### src/rtl/instr_dispatch_fsm.sv
// instr_dispatch_fsm: decodes 16-bit instruction words and sequences one execution FSM at a time.
// Define DISPATCH_TIMEOUT_EN to add the WAIT watchdog and its timeout_err output.
module instr_dispatch_fsm #(
    parameter int unsigned TIMEOUT_CYCLES = 32
) (
    input  logic        clock,
    input  logic        reset,
    input  logic        instr_valid,
    input  logic [15:0] instr,
    output logic        instr_ready,
    input  logic [3:0]  fsm_done,
    output logic [3:0]  fsm_start,
    output logic [5:0]  source,
    output logic [5:0]  dest,
    output logic        busy,
    output logic        instr_retired,
    output logic        illegal_op,
`ifdef DISPATCH_TIMEOUT_EN
    output logic        timeout_err,
`endif
    output logic [7:0]  retire_count
);
    typedef enum logic [2:0] {IDLE, DECODE, START, WAIT, RETIRE} state_e;

    state_e      state_q, state_d;
    logic [3:0]  op_q, op_d;
    logic [5:0]  src_q, src_d;
    logic [5:0]  dst_q, dst_d;
    logic [3:0]  start_q, start_d;
    logic        ready_q, ready_d;
    logic        busy_q, busy_d;
    logic        retired_q, retired_d;
    logic        illegal_q, illegal_d;
    logic [7:0]  count_q, count_d;
`ifdef DISPATCH_TIMEOUT_EN
    logic [7:0]  wdog_q, wdog_d;
    logic        tmo_q, tmo_d;
`endif

    // Outputs are registered by computing them from the next state.
    always_comb begin
        state_d   = state_q;
        op_d      = op_q;
        src_d     = src_q;
        dst_d     = dst_q;
        start_d   = 4'b0000;
        retired_d = 1'b0;
        illegal_d = 1'b0;
        count_d   = count_q;
`ifdef DISPATCH_TIMEOUT_EN
        wdog_d    = wdog_q;
        tmo_d     = 1'b0;
`endif
        case (state_q)
            IDLE: begin
                if (instr_valid) begin
                    op_d      = instr[15:12];
                    src_d     = instr[11:6];
                    dst_d     = instr[5:0];
                    illegal_d = instr[15:14] != 2'b00;
                    state_d   = DECODE;
                end
            end
            DECODE: begin
                state_d = (op_q[3:2] == 2'b00) ? START : IDLE;
                start_d = (op_q[3:2] == 2'b00) ? 4'b0001 << op_q[1:0] : 4'b0000;
            end
            START: begin
                state_d = WAIT;
`ifdef DISPATCH_TIMEOUT_EN
                wdog_d  = 8'd0;
`endif
            end
            WAIT: begin
`ifdef DISPATCH_TIMEOUT_EN
                wdog_d = wdog_q + 8'd1;
`endif
                if (fsm_done[op_q[1:0]]) begin
                    state_d   = RETIRE;
                    retired_d = 1'b1;
                    count_d   = count_q + 8'd1;
                end
`ifdef DISPATCH_TIMEOUT_EN
                else if (wdog_q == 8'(TIMEOUT_CYCLES - 1)) begin
                    state_d = IDLE;
                    tmo_d   = 1'b1;
                end
`endif
            end
            RETIRE: state_d = IDLE;
            default: state_d = IDLE;
        endcase
        ready_d = state_d == IDLE;
        busy_d  = state_d != IDLE;
    end

    always_ff @(posedge clock) begin
        if (reset) begin
            state_q   <= IDLE;
            op_q      <= 4'd0;
            src_q     <= 6'd0;
            dst_q     <= 6'd0;
            start_q   <= 4'd0;
            ready_q   <= 1'b1;
            busy_q    <= 1'b0;
            retired_q <= 1'b0;
            illegal_q <= 1'b0;
            count_q   <= 8'd0;
`ifdef DISPATCH_TIMEOUT_EN
            wdog_q    <= 8'd0;
            tmo_q     <= 1'b0;
`endif
        end else begin
            state_q   <= state_d;
            op_q      <= op_d;
            src_q     <= src_d;
            dst_q     <= dst_d;
            start_q   <= start_d;
            ready_q   <= ready_d;
            busy_q    <= busy_d;
            retired_q <= retired_d;
            illegal_q <= illegal_d;
            count_q   <= count_d;
`ifdef DISPATCH_TIMEOUT_EN
            wdog_q    <= wdog_d;
            tmo_q     <= tmo_d;
`endif
        end
    end

    assign instr_ready   = ready_q;
    assign fsm_start     = start_q;
    assign source        = src_q;
    assign dest          = dst_q;
    assign busy          = busy_q;
    assign instr_retired = retired_q;
    assign illegal_op    = illegal_q;
    assign retire_count  = count_q;
`ifdef DISPATCH_TIMEOUT_EN
    assign timeout_err   = tmo_q;
`endif
endmodule

### config.mk
export PLATFORM = sky130hd
export DESIGN_NAME = instr_dispatch_fsm
export DESIGN_NICKNAME = d
export VERILOG_FILES = /design/src/rtl/instr_dispatch_fsm.sv
export SDC_FILE = /design/constraint.sdc
export NUM_CORES = 1
export LEC_CHECK = 0
export ABC_AREA = 0
export CELL_PAD_IN_SITES_DETAIL_PLACEMENT = 0
export CELL_PAD_IN_SITES_GLOBAL_PLACEMENT = 2
export CORE_ASPECT_RATIO = 1.2
export CORE_MARGIN = 2
export CORE_UTILIZATION = 22
export DETAILED_ROUTE_END_ITERATION = 6
export GPL_TIMING_DRIVEN = 0
export PLACE_DENSITY = 0.83
export SYNTH_ARGS = -nofsm -noshare
export SYNTH_HDL_FRONTEND = slang
export SYNTH_SLANG_ARGS = --single-unit
### constraint.sdc
create_clock -name clock -period 1.8 [get_ports clock]
set_clock_uncertainty 0.2 [all_clocks]
set_input_delay 0.36 -clock clock [delete_from_list [all_inputs] [get_ports clock]]
set_output_delay 0.36 -clock clock [all_outputs]
set_load 0.02 [all_outputs]
After elaboration in Yosys (flattened, before gate mapping)
Index checks and enable logic that the tools add are counted.

word-level totals
  register bits after elaboration = 35
  input bits = 23
  output and inout port bits = 28
  word-level logic and storage cells = 38

operators by class
  $add $sub $neg = 1
  order comparisons = 1
  equality and inequality tests = 3
  shifts and indexed selects = 1
  mux-type cells = 7
  bitwise operators = 5
  reduce and logical (&&, ||, !) cells = 10

operator list
  operator               count
  $pmux W3 S4            1
  $add A8 B1 Y8 const B  1
  $eq A3 B2 Y1 const B   2
  $logic_not A3 Y1       2
  $mux W3                2
  $reduce_or A3 Y1       2
  $not A1 Y1             5
  $reduce_and A2 Y1      2
  $shl A1 B2 Y4 const A  1
  $eq A3 B1 Y1 const B   1
  $lt A2 B3 Y1 const B   1
  $reduce_bool A3 Y1     1
  $bmux W1 S2            1
  $logic_not A2 Y1       1
  $mux W1                2
  $mux W2                1
  $reduce_bool A2 Y1     1
  $reduce_or A2 Y1       1

Longest topological paths before layout
Gate-level depths: netlist of the first run.

  depth in word-level cells = 5
  depth in mapped cells = 6
  depth with buffers taken out = 4

Worst setup path after synthesis of the first run
Ideal clock, no wire load.

  kind = register to register
  start point = register state_q[1]
  end point = register dst_q[2] (netlist: dest[2])
  setup time = 132 ps
  arrival = 1476 ps
  required time = 1468 ps
  setup slack = -8 ps
  cell stages (with the launch flop) = 7
  period minus slack after synthesis = 1808 ps
  path through = dfxtp_1 > buf_2 > or4b_2 > buf_2 > buf_2 > nand2_1 > a21oi_1

between the ends
  word-level cells in the longest chain between the ends = 2

ends and longest elaborated chain
  element                      RTL line  RTL
  start, declared              25        state_e state_q, state_d;
  start signal, assigned       114       state_q <= state_d;
  $logic_not A3 Y1             54        case (state_q)
  $reduce_and A2 Y1 (no line)  n/a
  end signal, assigned         117       dst_q <= dst_d;
  end, declared                28        logic [5:0] dst_q, dst_d;

No other way between the ends.
A chain may end at the register's enable or synchronous reset.

Final worst setup path of the first run
  start point = input fsm_done[1]
  end point = register count_q[7] (netlist: retire_count[7])

between the ends
  word-level cells in the longest chain between the ends = 3

ends and longest elaborated chain
  element                        RTL line  RTL
  start, declared                11        input logic [3:0] fsm_done,
  $bmux W1 S2                    78        if (fsm_done[op_q[1:0]]) begin
  $mux W1 (implied by the code)  78
  $reduce_and A2 Y1 (no line)    n/a
  end signal, assigned           123       count_q <= count_d;
  end, declared                  34        logic [7:0] count_q, count_d;

No other way between the ends. The select of a mux whose other input is x is not followed.

==> results.yml, run 1 <==
route:
  drc: 0
  drt_pre_antenna_iters: 4
  drt_wl_total_um: 3550
  drt_iter0_markers: 59
  vias: 1332
  routedWlPerCell_um: 11.5
  via_per_inst: 4.31
  ant_nets: 0
grt:
  grt_usage: 0.111
  grt_max_degree: 11
  grt_overflow: 0
  grt_pass1_wl_um: 6210
  antenna_found_initial: 0
  grt_pass1_vias: 1337
placement:
  io_buffer_count: 50
  dpl_cell_area_sq_um: 1980
  gp_congestion: 0.708
  dp.cells: 289
  hpwlAfterDp_um: 2480
clocking:
  cts_tree: "built"
  clk_pin_slew_ns: 0.07
  cts_max_level: 2
  cts.sinks: 35
  root_buffer: "clkbuf_8"
  hold_buffers: 0
  cts_made_buffers: 5
  insertion_delay_ns: 0.28
  clk_path_buf_depth: 2
synthesis:
  synth-seq-area-share: 0.513
  netlist_top_cells_area: "dfxtp_1, nand2_1, a21oi_1"
  synth_cells: 157
  yosysUniqueCellTypes: 31
  synth_ff_type: "dfxtp_1"
  syn-num-nets: 181
  yosysTopAreaCellShare: 0.513
  synth_area_per_cell_sq_um: 8.70
  ys_warn_count: 0
  synth_edf_count: 0
  yosysTopAreaCell: "dfxtp_1"
  syn_area_sq_um: 1370
  ys_seq_elements: 35
  synthArstFlopShare: 0
sta:
  period_minus_slack_ns: 1.74
  rsz0062_at_grt: "false"
  fmax_mhz: 574
  maxSlewViolCount: 0
  final-setup-viol-count: 0
  finalHoldViolations: 0
  tns_ns: 0
  relSlewSlack: 0.669
  worst_slew_pin_slew_ns: 0.496
  period_share: 0.968
power:
  irDropWorstVdd_mv: 0.418
  p_leak_nw: 1.05
  clkPwrFrac: 0.335
  p_sw_frac: 0.259
  p_per_area_nw_per_um2: 825
  seq_power_share: 0.460
  total_power_mw: 1.85
  internal_power_mw: 1.37
  switching_power_mw: 0.480
  power_frac_comb: 0.205
setup_path:
  crit_path_max_fanout: 5
  path_class: "in2reg"
  critPathArrivalTime_ns: 1.75
  crit_required_ns: 1.81
  cp-start-kind: "input pin"
  cp-end-kind: "flip-flop"
worst_hold_path:
  hold_path.class: "reg2reg"
run:
  drv_cap: 0
die:
  die_w_um: 75.9
  dieArea_sq_um: 6860
  coreArea_sq_um: 6010
  io_pins: 51
  die_h_um: 90.3
  rows: 31
  initial_core_util: 0.227
final_layout:
  fin_nets: 250
  fin_cells: 309
  antenna_cells: 0
  postLayoutCellArea_sq_um: 2250
  drive_above_1_share: 0.211
  area_growth_pct: 64.6
status:
  status: "finished, final reports clean"
[layout by cell type (no fill, tap or decap), types with 2 or more instances in the layout]
master and n:
mux2_4 2, clkbuf_2 2, dlymetal6s2s_1 11, clkbuf_1 2, dlygate4sd2_1 10, nor2_1 8
clkdlybuf4s50_1 29, dfxtp_1 30, or4_1 3, a22oi_2 2, a21oi_1 24, o31ai_1 2
inv_1 2, nand2_1 41, dfxtp_4 4, and2_1 3, clkbuf_8 7, o21ai_0 3
buf_4 13, nor3_1 3, buf_6 3
[routing by layer]
metal	wire (um)	up-vias	track usage
li1	-	678	-
met4	31	0	0.0318
met3	217	5	0.0360
met5	0	-	0
met1	1570	612	0.130
met2	1730	37	0.193
[metrics by stage]
stage                util  hold WS, ns  setup WS, ns
floorplan               -        0.232       0.00280
global placement    0.329        0.241        -0.607
detailed placement  0.329        0.247        -0.623
CTS                 0.366        0.256       0.00125
global route        0.374        0.267       0.00934
finish              0.374        0.252        0.0568
[final cells by class]
class                           count  area [sq um]
Clock buffer                        8           100
Buffer                              7          55.1
Multi-Input combinational cell    112           653
Timing Repair Buffer               63           613
Tap cell                           82           103
Fill cell                         649          3760
Inverter                            2          7.51
Sequential cell                    35           717
[final timing paths]
check | start | to | slack (ns) | depth (start not counted)
hold reg to reg | dest[2] | dest[2] | 0.25 | 2
setup / recovery | fsm_done[1] | retire_count[7] | 0.06 | 5
setup reg to reg | state_q[0] | fsm_start[2] | 0.08 | 3
hold / removal | dest[2] | dest[2] | 0.25 | 2
[cells by family (layout without fill, tap and decap cells)]
kind of cell / Yosys count / in the layout / synth area share
and+or+nand+nor: 73 / 73 / 0.270
AOI/OAI and AO/OA: 35 / 35 / 0.143
DFF: 35 / 35 / 0.513
buffers and inverters: 10 / 80 / 0.0366
muxes: 2 / 2 / 0.0220
adders and majority gates: 1 / 1 / 0.00916
xor gates and xnor gates: 1 / 1 / 0.00641
[Yosys cell counts, drive strengths merged (2+ instances only)]
| master | number |
|---|---|
| nand2 | 41 |
| dfxtp | 35 |
| a21oi | 25 |
| nor2 | 8 |
| buf | 5 |
| o21ai | 5 |
| or4 | 4 |
| and2 | 3 |
| clkbuf | 3 |
| nor3 | 3 |
| a22oi | 2 |
| inv | 2 |
| mux2 | 2 |
| nor2b | 2 |
| o31ai | 2 |
| or3 | 2 |
[repair_timing]
item | 4_1_cts | 5_1_grt
setup endpoints to repair | 37 | 34
setup buffers | 12 | 1
pin swaps | 3 | 0
gates resized for setup | 28 | 19
[power groups by stage]
stage,clock (mW),sequential [mW],combinational [mW]
floorplan,0,0.910,0.136
global placement,0,0.870,0.334
detailed placement,0,0.872,0.336
CTS,0.649,0.853,0.390
global route,0.686,0.859,0.422
finish,0.621,0.852,0.380
[critical path: stages]
cell and delay, ns:
clkdlybuf4s50_1 0.46, mux2_4 0.17, a22oi_2 0.11, or4_1 0.51, a21oi_1 0.14
[sequential cells by signal, indices dropped and copies added, names as in the netlist]
| name | flops |
|---|---|
| source | 6 |
| op_q | 4 |
| busy | 1 |
| dest | 6 |
| instr_retired | 1 |
| instr_ready | 1 |
| state_q | 3 |
| illegal_op | 1 |
| retire_count | 8 |
| fsm_start | 4 |
Power figures use the tool's default switching activity.
==> inputs of run 2 (changes only) <==
--- a/config.mk
+++ b/config.mk
@@ -12,6 +12,6 @@
 export CORE_MARGIN = 2
-export CORE_UTILIZATION = 22
+export CORE_UTILIZATION = 26
 export DETAILED_ROUTE_END_ITERATION = 6
 export GPL_TIMING_DRIVEN = 0
-export PLACE_DENSITY = 0.83
+export PLACE_DENSITY = 0.91
 export SYNTH_ARGS = -nofsm -noshare
==> constraint.sdc (replaced) <==
create_clock -name clock -period 2.2 [get_ports clock]
set_clock_uncertainty 0.2 [all_clocks]
set_input_delay 0.44 -clock clock [delete_from_list [all_inputs] [get_ports clock]]
set_output_delay 0.44 -clock clock [all_outputs]
set_load 0.005 [all_outputs]
==> run 2 against run 1 <==
Sequential power is 18% lower. Sequential share of layout area rose by 2.3 points. Final area down 8.8%. Combinational power fell by 39%. Count of clock-buffer cells in the layout unchanged. Flip-flop and latch count stayed put. Via count decreased by 7.7%. Routed wire length decreased by 8.7%. Worst hold slack better by 0.0029 ns. Critical path depth grew 1. First-iteration DRC count fell by 31%. Clock power fell by 18%. Critical endpoint is now source[1]. Largest cell class unchanged. Largest power group unchanged.
==> results.yml, run 2 (same netlist as run 1, synthesis figures left out) <==
setup_path:
  crit_path_max_fanout: 10
  critPathArrivalTime_ns: 2.01
  crit_chain: "clkdlybuf4s50_1, or4b_2, buf_2, buf_2, nand2_1, a21oi_1"
  crit_slowest_cell: "or4b_2"
  cp-end-kind: "flip-flop"
  critPathMostFrequentCell: "buf_2"
  crit_required_ns: 2.15
  path_class: "in2reg"
  critPathMaxStageDelay_ns: 0.57
  cp-start-kind: "input pin"
route:
  via_per_inst: 4.47
  vias: 1229
  ant_nets: 0
  drt_wl_total_um: 3240
  drt_iter0_markers: 41
  routedWlPerCell_um: 11.8
  drc: 0
  drt_pre_antenna_iters: 4
power:
  irDropWorstVdd_mv: 0.278
  internal_power_mw: 1.09
  p_per_area_nw_per_um2: 704
  power_frac_comb: 0.161
  seq_power_share: 0.484
  total_power_mw: 1.44
  p_leak_nw: 0.737
  switching_power_mw: 0.350
  clkPwrFrac: 0.355
  p_sw_frac: 0.243
final_layout:
  drive_above_1_share: 0.112
  fin_nets: 238
  area_growth_pct: 50.1
  largest_reg_flops: 8
  final_common_cell: "clkdlybuf4s50_1"
  fin_util: 0.409
  antenna_cells: 0
  postLayoutCellArea_sq_um: 2050
  final_cell_mix: "clkdlybuf4s50_1, nand2_1, dfxtp_1"
die:
  initial_core_util: 0.273
  die_h_um: 83.4
  io_pins: 51
  dieArea_sq_um: 5850
  coreArea_sq_um: 5010
  die_w_um: 70.2
  rows: 28
placement:
  gp_congestion: 0.711
  io_buffer_count: 50
  post-place-ws_ns: -0.222
  dpl_cell_area_sq_um: 1940
  hpwlAfterDp_um: 2340
sta:
  hold_ws_ns: 0.255
  period_minus_slack_ns: 2.06
  setup_ws_ns: 0.138
  final-setup-viol-count: 0
  period_share: 0.937
  worst_slew_pin_slew_ns: 0.502
  relSlewSlack: 0.666
  fmax_mhz: 485
  rsz0062_at_grt: "false"
  finalHoldViolations: 0
  maxSlewViolCount: 0
grt:
  grt_overflow: 0
  grt_pass1_wl_um: 5370
  grt_max_degree: 11
  grt_pass1_vias: 1125
  antenna_found_initial: 0
  grt_usage: 0.117
clocking:
  root_buffer: "clkbuf_8"
  cts_made_buffers: 5
  hold_buffers: 0
  clk_path_buf_depth: 2
  clk_pin_slew_ns: 0.07
  cts.sinks: 35
  postCtsSetupBuffers: 0
  cts_max_level: 2
  cts_tree: "built"
  insertion_delay_ns: 0.28
run:
  drv_cap: 0
status:
  status: "finished, final reports clean"
worst_hold_path:
  hold_path.class: "reg2reg"
[run 2: changes by cell type in the layout (fill, tap and decap cells not counted), moves of 2 or more]
cell,previous run,this run
dfxtp_4,4,0
clkbuf_2,2,0
buf_6,3,1
dlygate4sd2_1,10,0
clkbuf_1,2,4
dfxtp_1,30,35
o21ai_0,3,5
buf_2,0,4
buf_4,13,0
dlymetal6s2s_1,11,0
clkdlybuf4s50_1,29,50
[run 2: final timing paths]
| path | from | to | slack, ns | cells after the start |
|---|---|---|---|---|
| max | instr_valid | source[1] | 0.14 | 6 |
| min | dest[2] | dest[2] | 0.25 | 2 |
| max reg2reg | state_q[1] | source[1] | 0.25 | 6 |
| min reg2reg | dest[2] | dest[2] | 0.25 | 2 |
[run 2: worst max-delay path, delay by kind of cell]
kind,cells,cell delay (ns)
compound gates,1,0.06
simple gates,2,0.65
buf+inv,3,0.85
[run 2: stage by stage]
stage,cells,setup TNS (ns)
final,275,0
after global routing,275,0
after CTS,275,0
after detailed placement,267,-3.22
after global placement,267,-3.50
after floorplan,157,0
[run 2: per-layer routing]
metal,vias to the layer above,track usage,part of all wire
met4,0,0.0472,0.0068
met3,2,0.0522,0.054
met2,34,0.180,0.48
li1,652,-,-
met1,541,0.142,0.46
met5,-,0,0
[run 2: power groups by stage]
stage / clock, mW / sequential (mW) / combinational (mW)
after global routing: 0.564 / 0.704 / 0.259
after global placement: 0 / 0.712 / 0.233
after CTS: 0.529 / 0.698 / 0.235
after floorplan: 0 / 0.712 / 0.106
after detailed placement: 0 / 0.712 / 0.233
final: 0.512 / 0.698 / 0.233
[run 2: area by class of cell]
cell class	count	area (sq um)
inverters	2	7.51
fillers	552	2960
flip-flops and latches	35	701
repair buffers	50	500
well taps	60	75.1
plain buffers	8	42.5
clock buffers	8	100
multi-input cells	112	624
[run 2: repair_timing]
action | CTS | global route
resized for setup | 0 | 1
endpoints found under the setup margin | 0 | 10
hold endpoints to repair | 0 | 0
